**src/rtl/conv_layer_sequencer.sv**
```systemverilog
// conv_layer_sequencer: issues para/compute/ack commands per layer to the conv controller.
// Optional watchdog: define SEQ_TIMEOUT_EN to enable the timeout counter and err flag.
module conv_layer_sequencer #(
  parameter int LAYER_W   = 8,
  parameter int TIMEOUT_W = 24
) (
  input  logic               clk,
  input  logic               rst,
  input  logic               start,
  input  logic [LAYER_W-1:0] layer_num,
  input  logic               reload_para,
  input  logic [3:0]         State,
  input  logic               Next_Reg,
  output logic [3:0]         Control,
  output logic [LAYER_W-1:0] layer_idx,
  output logic               busy,
  output logic               done,
  output logic               err
);

  typedef enum logic [3:0] {
    S_IDLE,
    S_PARA_REQ,
    S_PARA_WAIT,
    S_PARA_ACK,
    S_COMP_REQ,
    S_COMP_WAIT,
    S_COMP_ACK,
    S_NEXT,
    S_DONE
  } state_t;

  localparam logic [3:0] C_NONE = 4'b0000;
  localparam logic [3:0] C_PARA = 4'b0001;
  localparam logic [3:0] C_COMP = 4'b0010;
  localparam logic [3:0] C_ACK  = 4'b1111;

  state_t state, state_n;

  logic [LAYER_W-1:0] num_q;
  logic [LAYER_W-1:0] idx_n;
  logic               reload_q;
  logic [3:0]         ctrl_n;
  logic               done_n;
  logic               busy_n;
  logic               accept;
  logic               timeout;

  always_comb begin
    state_n = state;
    idx_n   = layer_idx;
    accept  = 1'b0;
    done_n  = 1'b0;
    unique case (state)
      S_IDLE: begin
        if (start) begin
          if (layer_num != '0) begin
            accept  = 1'b1;
            idx_n   = '0;
            state_n = S_PARA_REQ;
          end else begin
            done_n = 1'b1;
          end
        end
      end
      S_PARA_REQ:  if (State == C_PARA) state_n = S_PARA_WAIT;
      S_PARA_WAIT: if (State == C_ACK)  state_n = S_PARA_ACK;
      S_PARA_ACK:  if (State == C_NONE) state_n = S_COMP_REQ;
      S_COMP_REQ:  if (State == C_COMP) state_n = S_COMP_WAIT;
      S_COMP_WAIT: if (State == C_ACK)  state_n = S_COMP_ACK;
      S_COMP_ACK:  if (Next_Reg)        state_n = S_NEXT;
      S_NEXT: begin
        // one idle cycle on both sides before the next layer's command
        if (State == C_NONE && Control == C_NONE) begin
          if (layer_idx == num_q - LAYER_W'(1)) begin
            state_n = S_DONE;
          end else begin
            idx_n   = layer_idx + LAYER_W'(1);
            state_n = reload_q ? S_PARA_REQ : S_COMP_REQ;
          end
        end
      end
      S_DONE:  state_n = S_IDLE;
      default: state_n = S_IDLE;
    endcase
    if (timeout) begin
      state_n = S_IDLE;
      idx_n   = layer_idx;
    end
    if (state_n == S_DONE) done_n = 1'b1;
  end

  always_comb begin
    ctrl_n = C_NONE;
    unique case (state_n)
      S_PARA_REQ: ctrl_n = C_PARA;
      S_COMP_REQ: ctrl_n = C_COMP;
      S_PARA_ACK: ctrl_n = C_ACK;
      S_COMP_ACK: ctrl_n = C_ACK;
      default:    ctrl_n = C_NONE;
    endcase
    busy_n = (state_n != S_IDLE) && (state_n != S_DONE);
  end

  always_ff @(posedge clk) begin
    if (rst) begin
      state     <= S_IDLE;
      Control   <= C_NONE;
      layer_idx <= '0;
      busy      <= 1'b0;
      done      <= 1'b0;
      num_q     <= '0;
      reload_q  <= 1'b0;
    end else begin
      state     <= state_n;
      Control   <= ctrl_n;
      layer_idx <= idx_n;
      busy      <= busy_n;
      done      <= done_n;
      if (accept) begin
        num_q    <= layer_num;
        reload_q <= reload_para;
      end
    end
  end

`ifdef SEQ_TIMEOUT_EN
  logic [TIMEOUT_W-1:0] tmo_cnt;
  logic                 err_q;
  logic                 waiting;

  assign waiting = (state != S_IDLE) && (state != S_NEXT) &&
                   (state != S_DONE);
  assign timeout = waiting && (tmo_cnt == '1);
  assign err     = err_q;

  always_ff @(posedge clk) begin
    if (rst) begin
      tmo_cnt <= '0;
      err_q   <= 1'b0;
    end else begin
      if (state_n != state) tmo_cnt <= '0;
      else if (waiting)     tmo_cnt <= tmo_cnt + TIMEOUT_W'(1);
      if (accept)       err_q <= 1'b0;
      else if (timeout) err_q <= 1'b1;
    end
  end
`else
  assign timeout = 1'b0;
  assign err     = 1'b0;
`endif

endmodule

```
**config.mk**
```make
export PLATFORM = sky130hd
export DESIGN_NAME = conv_layer_sequencer
export DESIGN_NICKNAME = d
export VERILOG_FILES = /design/src/rtl/conv_layer_sequencer.sv
export SDC_FILE = /design/constraint.sdc
export NUM_CORES = 1
export LEC_CHECK = 0
export ABC_AREA = 1
export BUFFER_PORTS_ARGS = -buffer_cell sky130_fd_sc_hd__buf_2
export CORE_AREA = 4 4 62 64
export CTS_CLUSTER_DIAMETER = 120
export CTS_CLUSTER_SIZE = 20
export DETAILED_ROUTE_END_ITERATION = 10
export DIE_AREA = 0 0 66 68
export MAX_ROUTING_LAYER = met4
export PLACE_DENSITY_LB_ADDON = 0.15
export REMOVE_ABC_BUFFERS = 1
export SETUP_SLACK_MARGIN = 0.15
export SLEW_MARGIN = 20
export SYNTH_ARGS = -nofsm -noshare
export SYNTH_HDL_FRONTEND = slang
export SYNTH_SLANG_ARGS = --single-unit
```
**constraint.sdc**
```tcl
create_clock -name clk -period 4.7 [get_ports clk]
set_input_delay 0.235 -clock clk [delete_from_list [all_inputs] [get_ports clk]]
set_output_delay 0.235 -clock clk [all_outputs]
set_load 0.03 [all_outputs]
```
==> impl_results.md <==
* WP data arrival at about 2200 ps
* Initial antenna violation count at 0
* Clock transition at path regs at 140 ps
* Die width at 66 um
* GR Util met2 at 31.7%
* GP Congestion at 0.886
* Final Power at 530 uW
* Period utilization at 40.9%
* Yosys top cell by area: dfxtp_1
* Max incr delay on CP at 420 ps
* Count of hold-fix buffers inserted at cts at 0
* Synth Warn # at 0
* Register area share after synthesis at 29.7%
* Pwr Density at 268 nW/um^2
* Final wirelength at 3890 um
* Top-count cell post-synth: nand2_1
* Die H at 68 um
* Buffers on Ports at 30
* Synth Instances at 267
* CP Depth at 16
* Rows at 21
* # setup viols final at 0
* Die ar. at between 4000 and 5000 um^2
* CTS tree: yes
* Leakage at 0.000928 uW
* Status: complete, no violations
* Crit. End Element: register
* Worst path slowest cell: dfxtp_1
* Max Clk Rate at about 0.52 GHz
* Via count of the first global-routing pass at approximately 1,600
* Starting density of the core at a little over half
* Final hold vios at 0
* Setup crit start kind: register
* Via count at 1,634
* Yosys reg bits at 26
* Share of layout cells above drive strength 1 at 27.0%
* DRC viols at 0
* Largest net degree at the start of global routing at 19
* Fill count at approximately 350
* Synth area leaders: dfxtp_1, nand2_1, nor2_1
* Grt peak-use layer: met2
* Worst reg-to-reg path cell count at 16
* DR iter-0 viols at 90
* Pre-Repair DR Iteration Count at 4
* Maximum clock path buffer count at 2
* Pins Over Slew Limit at 0
* Nets at 316
* CTS H-Tree Depth at 1
* Worst path bufs/invs at 3
* Crit path time final at between 1500 and 2000 ps
* Commonest cells post-synth: nand2_1, nor2_1, inv_1
* Post-synth cell types at 31
* CP Data Required Time at 4980 ps
* P&R area growth vs syn at 12.9%
* Worst vdd ir at 0.000194 V
* Post-Route Skew at about 3.2 ps
* TritonCTS buffer count at 3
* Top cell type's share of synthesized area at 29.7%
* Tot GR Track Use at 20.4%
* N_diodes at 0
* Max Cap Viol at 0
* Vias per inst at 4.78
* CP delay by family, top: simple AND/OR/NAND/NOR gates
* Clock Root Buffer: clkbuf_4
* Async SR Flop Fraction at 0%
* RSZ-0062 raised after global routing: false
* Worst skew pair latency at approximately 320 ps
* Crit path cell chain: inv_1 -> ha_1 -> inv_1 -> nand2_1 -> nand2_1 -> nor2_2 -> nand3_2 -> a21oi_4 -> nand3_4 -> nand2_2 -> nand2_4 -> nand2_8 -> inv_8 -> nand2_4 -> nand2_2 -> nor2_2
* Post-synth top flop: dfxtp_1
* Routed len/inst at around 11 um
* Hold path depth at 3
* Met3 Track Usage GR at 4.60%
* Post-CTS setup buffer count at 0
* Crit path kind: reg2reg
* Setup TNS at 0 ps
* PostCTS Resize Cnt at 0
* Worst min path class: in2reg
* First-pass GRT wire length at between 6000 and 7000 um
* Num Clock Sinks at 26
* Detail Placement HPWL at 3130 um
* I/O pin count at 32
* Core Area at 3280 um^2
* Post-synth EDFFs at 0
* Crit-path max FO at 8
* Met1 Use GR at a little over a quarter
* Synthesized area at 1760 um^2
* Avg Inst Size Synth at 6.57 um^2
* Final ANT Viol Nets at 0
* Overflow after GRT at 0
==> sequential cells by signal, summed over array words and instances, names as in the netlist <==
signal     flops
reload_q       1
state          4
Control        3
done           1
num_q          8
layer_idx      8
busy           1
==> layout make-up <==
class / instances / area [um^2] / share of cell area [%]
multi-input cells: 199 / 1050 / 53.2
clock inverters: 1 / 30.0 / 1.52
repair buffers: 30 / 150 / 7.58
flip-flops and latches: 26 / 520 / 26.3
inverters: 37 / 146 / 7.39
clock buffers: 3 / 22.5 / 1.14
well taps: 46 / 57.6 / 2.90
==> tightest hold or removal path: stages <==
cell	delay [ps]
buf_2	90
o21ai_0	80
nor2_1	80
==> per-stage QoR <==
stage | area (um^2) | util, % | cells | setup slack (ps) | hold slack, ps
after floorplan | 1720 | - | 262 | 2950 | 297
after global placement | 1930 | 58.7 | 338 | 2830 | 489
after detailed placement | 1930 | 58.7 | 338 | 2800 | 495
after CTS | 1980 | 60.3 | 342 | 2770 | 165
after global routing | 1980 | 60.3 | 342 | 2580 | 155
final | 1980 | 60.3 | 342 | 2780 | 178
==> logic make-up after synthesis <==
| logic type | Yosys count | share of synthesized area, % |
|---|---|---|
| AND/OR/NAND/NOR | 155 | 42.5 |
| buffers and inverters | 42 | 10.3 |
| AO/OA/AOI/OAI | 34 | 12.5 |
| flip-flops | 26 | 29.7 |
| XOR/XNOR | 7 | 3.49 |
| adder cells (fa/ha/maj) | 2 | 1.43 |
| other | 1 | 0.214 |
==> placed cells by master (no fill, tap or decap) <==
cell | Yosys | final
nor3_2 | 1 | 1
dfxtp_1 | 26 | 26
a21oi_2 | 6 | 6
nor3_1 | 5 | 5
xor2_1 | 5 | 5
o21ai_1 | 4 | 4
nor2_4 | 2 | 2
o41ai_1 | 1 | 1
nand2_2 | 17 | 17
nand2_8 | 1 | 1
a21oi_4 | 2 | 2
o21ai_0 | 14 | 14
nor2_2 | 7 | 7
nand2_4 | 2 | 2
clkbuf_4 | 0 | 3
nand3_4 | 1 | 1
buf_2 | 0 | 30
inv_1 | 30 | 30
nand3_1 | 14 | 14
ha_1 | 2 | 2
nand2_1 | 63 | 63
nor2_1 | 38 | 38
nand4_1 | 3 | 3
inv_8 | 1 | 1
bufinv_16 | 0 | 1
a21oi_1 | 7 | 7
inv_2 | 5 | 5
nand3_2 | 1 | 1
conb_1 | 1 | 1
clkinv_1 | 1 | 1
xnor2_1 | 2 | 2
==> power by group <==
group	switching [uW]	leakage [uW]	internal (uW)
sequential	11.8	0.000213	233
clock	67.2	0.0000279	86.2
combinational	87.0	0.000687	45.1
total	166	0.000928	364
==> worst paths after layout <==
| path | start | end | slack, ps |
|---|---|---|---|
| max reg2reg | num_q[1] | layer_idx[1] | 2780 |
| min | layer_num[7] | num_q[7] | 180 |
| max | num_q[1] | layer_idx[1] | 2780 |
| min reg2reg | reload_q | reload_q | 510 |
==> layer usage <==
layer	up-vias	share of wire, %
met3	2	4.5
met1	708	49
met4	0	0.62
met2	33	46
met5	-	0
li1	891	-
(Power assumes the default switching activity.)
